$ cat config.mk
export PLATFORM = sky130hd
export DESIGN_NAME = skid_reg_stage
export DESIGN_NICKNAME = d
export VERILOG_FILES = /design/src/rtl/skid_reg_stage.sv
export SDC_FILE = /design/constraint.sdc
export NUM_CORES = 1
export LEC_CHECK = 0
export CAP_MARGIN = 30
export CORE_ASPECT_RATIO = 0.6
export CORE_MARGIN = 8
export CORE_UTILIZATION = 35
export DETAILED_ROUTE_END_ITERATION = 7
export GPL_ROUTABILITY_DRIVEN = 0
export PLACE_DENSITY = 0.63
export SLEW_MARGIN = 30
export SYNTH_ARGS = -nofsm -noshare
export SYNTH_HDL_FRONTEND = slang
export SYNTH_SLANG_ARGS = --single-unit
$ cat constraint.sdc
create_clock -name clk -period 1.3 [get_ports clk]
set_input_delay 0.26 -clock clk [delete_from_list [all_inputs] [get_ports clk]]
set_output_delay 0.26 -clock clk [all_outputs]
set_load 0.1 [all_outputs]
$ cat src/rtl/skid_reg_stage.sv
// skid_reg_stage: two-entry elastic valid/ready register with a compile-time combinational bypass.
module skid_reg_stage #(
  parameter int WIDTH  = 18,
  parameter bit BYPASS = 1'b0
) (
  input  logic             clk,
  input  logic             rst_n,
  input  logic             flush,
  input  logic [WIDTH-1:0] in_data,
  input  logic             in_valid,
  output logic             in_ready,
  output logic [WIDTH-1:0] out_data,
  output logic             out_valid,
  input  logic             out_ready,
  output logic [1:0]       level
);
  if (BYPASS) begin : g_byp
    assign out_data  = in_data;
    assign out_valid = in_valid;
    assign in_ready  = out_ready;
    assign level     = 2'd0;
  end else begin : g_reg
    typedef enum logic [1:0] {EMPTY = 2'd0, ONE = 2'd1, FULL = 2'd2} state_t;
    state_t           state;
    logic [WIDTH-1:0] main_q, skid_q;
    logic             in_acc, out_acc;
    // in_ready decodes only state (and reset), never out_ready, so no comb path crosses the stage
    assign in_ready  = (state != FULL) & rst_n;
    assign out_valid = state != EMPTY;
    assign out_data  = main_q;
    assign level     = state;
    assign in_acc    = in_valid & in_ready;
    assign out_acc   = out_valid & out_ready;
    always_ff @(posedge clk or negedge rst_n)
      if (!rst_n) begin
        state  <= EMPTY;
        main_q <= '0;
        skid_q <= '0;
      end else if (flush) state <= EMPTY;
      else case (state)
        EMPTY: if (in_acc) begin
          main_q <= in_data;
          state  <= ONE;
        end
        ONE: if (in_acc && out_acc) main_q <= in_data;
        else if (in_acc) begin
          skid_q <= in_data;
          state  <= FULL;
        end else if (out_acc) state <= EMPTY;
        FULL: if (out_acc) begin
          main_q <= skid_q;
          state  <= ONE;
        end
        default: state <= EMPTY;
      endcase
  end
endmodule

* Yosys cells after proc, flatten, opt, wreduce, memory -nomap -nowiden *
Index checks and enable logic that the tools add are counted.

word-level totals
  register bits after elaboration = 38
  bits of input ports = 23
  output and inout bits = 22
  logic and storage cells = 36

cells by class
  eq/ne operators = 10
  muxes and demuxes = 11
  bitwise logic cells = 5
  reductions and logical operators = 7

operator list
  kind                                                              count
  18-bit 2-to-1 mux                                                 3
  18-bit case mux with 3 select lines                               1
  2-bit 2-to-1 mux                                                  6
  3-bit != test (second input constant)                             3
  2-bit != test (second input constant)                             4
  4-bit AND reduction                                               2
  2-bit case mux with 3 select lines                                1
  5-bit AND reduction                                               1
  4-bit != test (second input constant)                             1
  1-bit AND                                                         3
  3-bit nonzero test                                                1
  2-bit by 1-bit == test with 1-bit output (second input constant)  1
  2-bit == test (second input constant)                             1
  2-bit zero test                                                   1
  1-bit inverter                                                    2
  2-bit nonzero test                                                1
  1-bit logical AND                                                 1

* Longest topological paths before layout *
Gate-level depths: netlist of the first run.

  word-level depth = 7
  depth in mapped cells = 5
  mapped depth without buffers = 4

* Worst setup path before layout of the first run *
No wires, ideal clock.

  path kind = register to output
  start point = register g_reg.state[0], in the netlist level[0]
  end point = output port in_ready
  arrival = 2708 ps
  required time = 1040 ps
  slack = -1668 ps
  stages on the path, launching flop included = 4
  buffers on the path = 1
  path through = dfrtp_1 nor2b_1 buf_2 nor2b_1

between the ends
  cells in the longest elaborated chain, start to end = 2

RTL lines
  element                 line  RTL
  start, declared         24    state_t state;
  start signal, assigned  36    state <= EMPTY;
  start signal, assigned  39    end else if (flush) state <= EMPTY;
  start signal, assigned  43    state <= ONE;
  2-bit != test           28    assign in_ready = (state != FULL) & rst_n;
  1-bit AND               28
  end, declared           11    output logic in_ready,

Every way passes these cells.

* Final worst setup path of the first run *
  start point = register g_reg.state[0], in the netlist level[0]
  end point = register g_reg.main_q[13], in the netlist out_data[13]

between the ends
  cells in the longest elaborated chain, start to end = 6
  elaborated cells between the ends (all ways) = 15
  classes of those cells = eq/ne (6); mux (1); bitwise (3); reduce/logical (5)

RTL lines
  element                        line  RTL
  2-bit != test                  28
  1-bit AND                      28
  1-bit AND                      32    assign in_acc = in_valid & in_ready;
  1-bit logical AND              45    ONE: if (in_acc && out_acc) main_q <= in_data;
  2-bit != test (no line)        -
  5-bit AND reduction (no line)  -
  end signal, assigned           42    main_q <= in_data;
  end signal, assigned           45
  end signal, assigned           51    main_q <= skid_q;
  end, declared                  25    logic [WIDTH-1:0] main_q, skid_q;

Several ways; a longest one is shown, not always the timed one.
A chain may end at the register's enable or synchronous reset.

==> results.md, run 1 <==
* CP max-delay cell: dfrtp_4
* # clock sinks at 38
* Sequential share of power at 36.3%
* Pwr dens at 1519 nW/um^2
* Initial Util at 36.49%
* Vias per cell at 4.836
* Synthesized instance count at 133
* Worst path top cell family by delay: flip-flops
* H-Tree Depth at 2
* Critical Path Sink Type: flip-flop
* Setup repair after global routing missed its margin: yes
* Die height at 69.43 um
* Worst min path class: in2async
* WP data arrival at 1.81 ns
* Antenna violations before repair at 0
* P_leak at 1.265 nW
* Sw frac at 41.61%
* Fin util at 64.50%
* Total of max-cap violations at 0
* Setup Skew at 0.006753 ns
* Max Freq at 611.1 MHz
* Total GRT Usage at 12.20%
* Largest net degree at the start of global routing at 39
* Core area at 4564 um^2
* Rel. slew slack at 68.26%
* Critical Path Source Type: flip-flop
* Netlist cell types at 21
* DIE AREA at 7294 um^2
* Status: complete, but fails checks
* Hpwl dp at 3021 um
* Final Hold Viols at 0
* First-pass DRT Iterations at 4
* Grt ovf at 0
* Synth top area cells: dfrtp_1 57%, mux2i_1 11%, mux2_1 6.1%, mux2_2 6.1%, a21oi_1 5.4%
* Most instantiated cells after synthesis: 38 x dfrtp_1, 19 x nor2_1, 18 x a21oi_1, 18 x mux2i_1
* Worst-Margin Slew at 0.4761 ns
* Layout cells sized above 1 at 49.27%
* Cell area after synthesis at 1665 um^2
* Synth Register Bits at 38
* Worst path cell trace: buf_6 -> nand4bb_4 -> a31oi_4 -> buf_12 -> clkbuf_16 -> a21oi_1
* DR WL/cell at 18.25 um
* Worst-path fanout max at 18
* Vias in the first global route at 1375
* RR Endpoint: out_data[13]
* Seq/Total Area, Yosys at 57.10%
* Synth warn at 0
* I/O Buffers at 44
* DR iter-0 viols at 37
* EDFF count, synth at 0
* Share of the synthesized area in the top cell type at 57.10%
* Worst-skew pair later-pin latency at 0.29 ns
* Die X at 105.1 um
* Area grow syn2layout at 76.78%
* Maximum clock path buffer count at 2
* DRC at 0
* Critical path class: reg2reg
* Max VDD drop at 1.064 mV
* Vias at 1296
* Failing checks: setup timing
* Net switching power at 0.001861 W
* Clock-pin slew on the worst setup and hold paths at 0.07 ns
* Num rows at 19
* Combinational Power Share at 46.8%
* Root Buffer: clkbuf_8
* Final period util at 125.9%
* Boundary Pins at 45
* Post-Syn Area per Cell at 12.52 um^2
* Final setup violation count at 40
* Pint at 0.002612 W
* Ys async rst share at 100.0%
* Reg2reg path depth at 6
* Min Tclk post-route at 1.636 ns
* Yosys top cell by area: dfrtp_1
* Fill count at 351
* Routed wire length at 4890 um
* Worst path max stage delay at 0.50 ns
* Clock power frac at 16.9%
* Post-place setup slack at -0.4697 ns
* Routed Antenna Nets at 0
* FF-to-FF setup slack at -0.34 ns
* Max-slew violations at 0
* R2r startpoint: level[0]
* Worst EP required at 1.47 ns
* Most common cell in the netlist: dfrtp_1
* Syn nets at 156
* CTS tree: built
* Setup WS post-layout at -0.3365 ns
* Critical path buffers and inverters at 3
* Nets at 228
* Ant diodes at 0
* # hold bufs at CTS at 0
* Clock buffer count from CTS at 5
* First-pass GRT wire length at 7120 um
* Main synth FF type: dfrtp_1
## power groups by stage
stage          Clock (W)  Combinational [W]  Sequential, W
3_3_place_gp           0            0.00191        0.00161
5_1_grt         0.000824            0.00216        0.00166
2_1_floorplan          0           0.000288        0.00244
6_report        0.000757            0.00209        0.00162
3_5_place_dp           0            0.00193        0.00163
4_1_cts         0.000773            0.00200        0.00161
## stage by stage
stage	power (W)	cells	instance area [um^2]	TNS [ns]	hold WS [ns]
floorplan	0.002726	133	1694	-8.964	-0.03559
finish	0.004473	268	2944	-10.66	0.1668
CTS	0.004378	260	2721	-7.794	0.1295
global placement	0.003520	247	2516	-13.29	0.4432
detailed placement	0.003563	247	2516	-15.40	0.4452
global route	0.004644	268	2944	-12.30	0.1951
## final cells by class
class                   instances  area [um^2]  area share [%]
multi-input cells              89        810.8           27.54
clock buffers                   5        68.82           2.337
clock inverters                 2        10.01          0.3400
flip-flops and latches         38        958.4           32.55
repair buffers                 71         1017           34.55
well taps                      63        78.83           2.677
## worst max-delay path by stage
| stage | slack (ns) | endpoint | from | depth (start not counted) |
|---|---|---|---|---|
| after global routing | -0.37 | out_data[13] | level[0] | 7 |
| after detailed placement | -0.47 | g_reg.skid_q[1] | out_ready | 5 |
| after global placement | -0.39 | g_reg.skid_q[1] | in_valid | 6 |
| after floorplan | -0.41 | in_ready | level[1] | 3 |
| after CTS | -0.31 | in_ready | level[1] | 4 |
| final | -0.34 | out_data[13] | level[0] | 6 |
## kinds of logic after synthesis
group	share of synthesized area (%)
mux	22.99
buf+inv	2.479
flops	57.10
simple gates	9.917
compound gates	7.514
## cell usage in the layout, fill, tap and decap left out, drive strengths merged
cell           synthesis  routed
nand3b                 2       2
mux2i                 18      18
or2                    1       1
dfrtp                 38      38
nand3                  2       2
clkbuf                 0       8
dlygate4sd2            0       1
mux2                  18      18
nor2b                  2       2
nand4b                 1       1
a21oi                 18      18
clkdlybuf4s50          0      20
a21o                   1       1
nand2                  3       3
nand4bb                1       1
clkinv                 0       2
nor2                  20      20
a31oi                  2       2
buf                    6      47
## state kept, by name, summed over array words and instances (netlist names)
signal        cells
level             2
g_reg.skid_q     18
out_data         18
## worst reg2reg max path, stage by stage (launching register included)
cell,delay (ns)
dfrtp_4,0.50
buf_6,0.13
nand4bb_4,0.24
a31oi_4,0.22
buf_12,0.15
clkbuf_16,0.20
a21oi_1,0.09
## layer usage
layer  track usage [%]  vias to the layer above  share of wire, %
met3             4.453                        7               4.2
met4             5.189                        0               1.5
met1             14.50                      649                46
met2             19.44                       29                48
met5                 0                        -                 0
li1                  -                      611                 -
## what timing repair did
action | CTS | global route
resized for setup | 19 | 23
setup buffers | 5 | 5
gates cloned | 1 | 4
setup endpoints to repair | 40 | 41
pin swaps | 2 | 3
Note: power is estimated with default switching activity, not from simulation.
==> inputs of run 2 (changes only) <==
--- a/config.mk
+++ b/config.mk
@@ -5,10 +5,13 @@
 export SDC_FILE = /design/constraint.sdc
 export NUM_CORES = 1
 export LEC_CHECK = 0
+export ABC_AREA = 0
 export CAP_MARGIN = 30
 export CORE_ASPECT_RATIO = 0.6
 export CORE_MARGIN = 8
 export CORE_UTILIZATION = 35
+export CTS_CLUSTER_DIAMETER = 40
+export CTS_CLUSTER_SIZE = 14
 export DETAILED_ROUTE_END_ITERATION = 7
 export GPL_ROUTABILITY_DRIVEN = 0
 export PLACE_DENSITY = 0.63
==> results of run 2 <==
Final layout, timing and power as in run 1 (identical DEF).
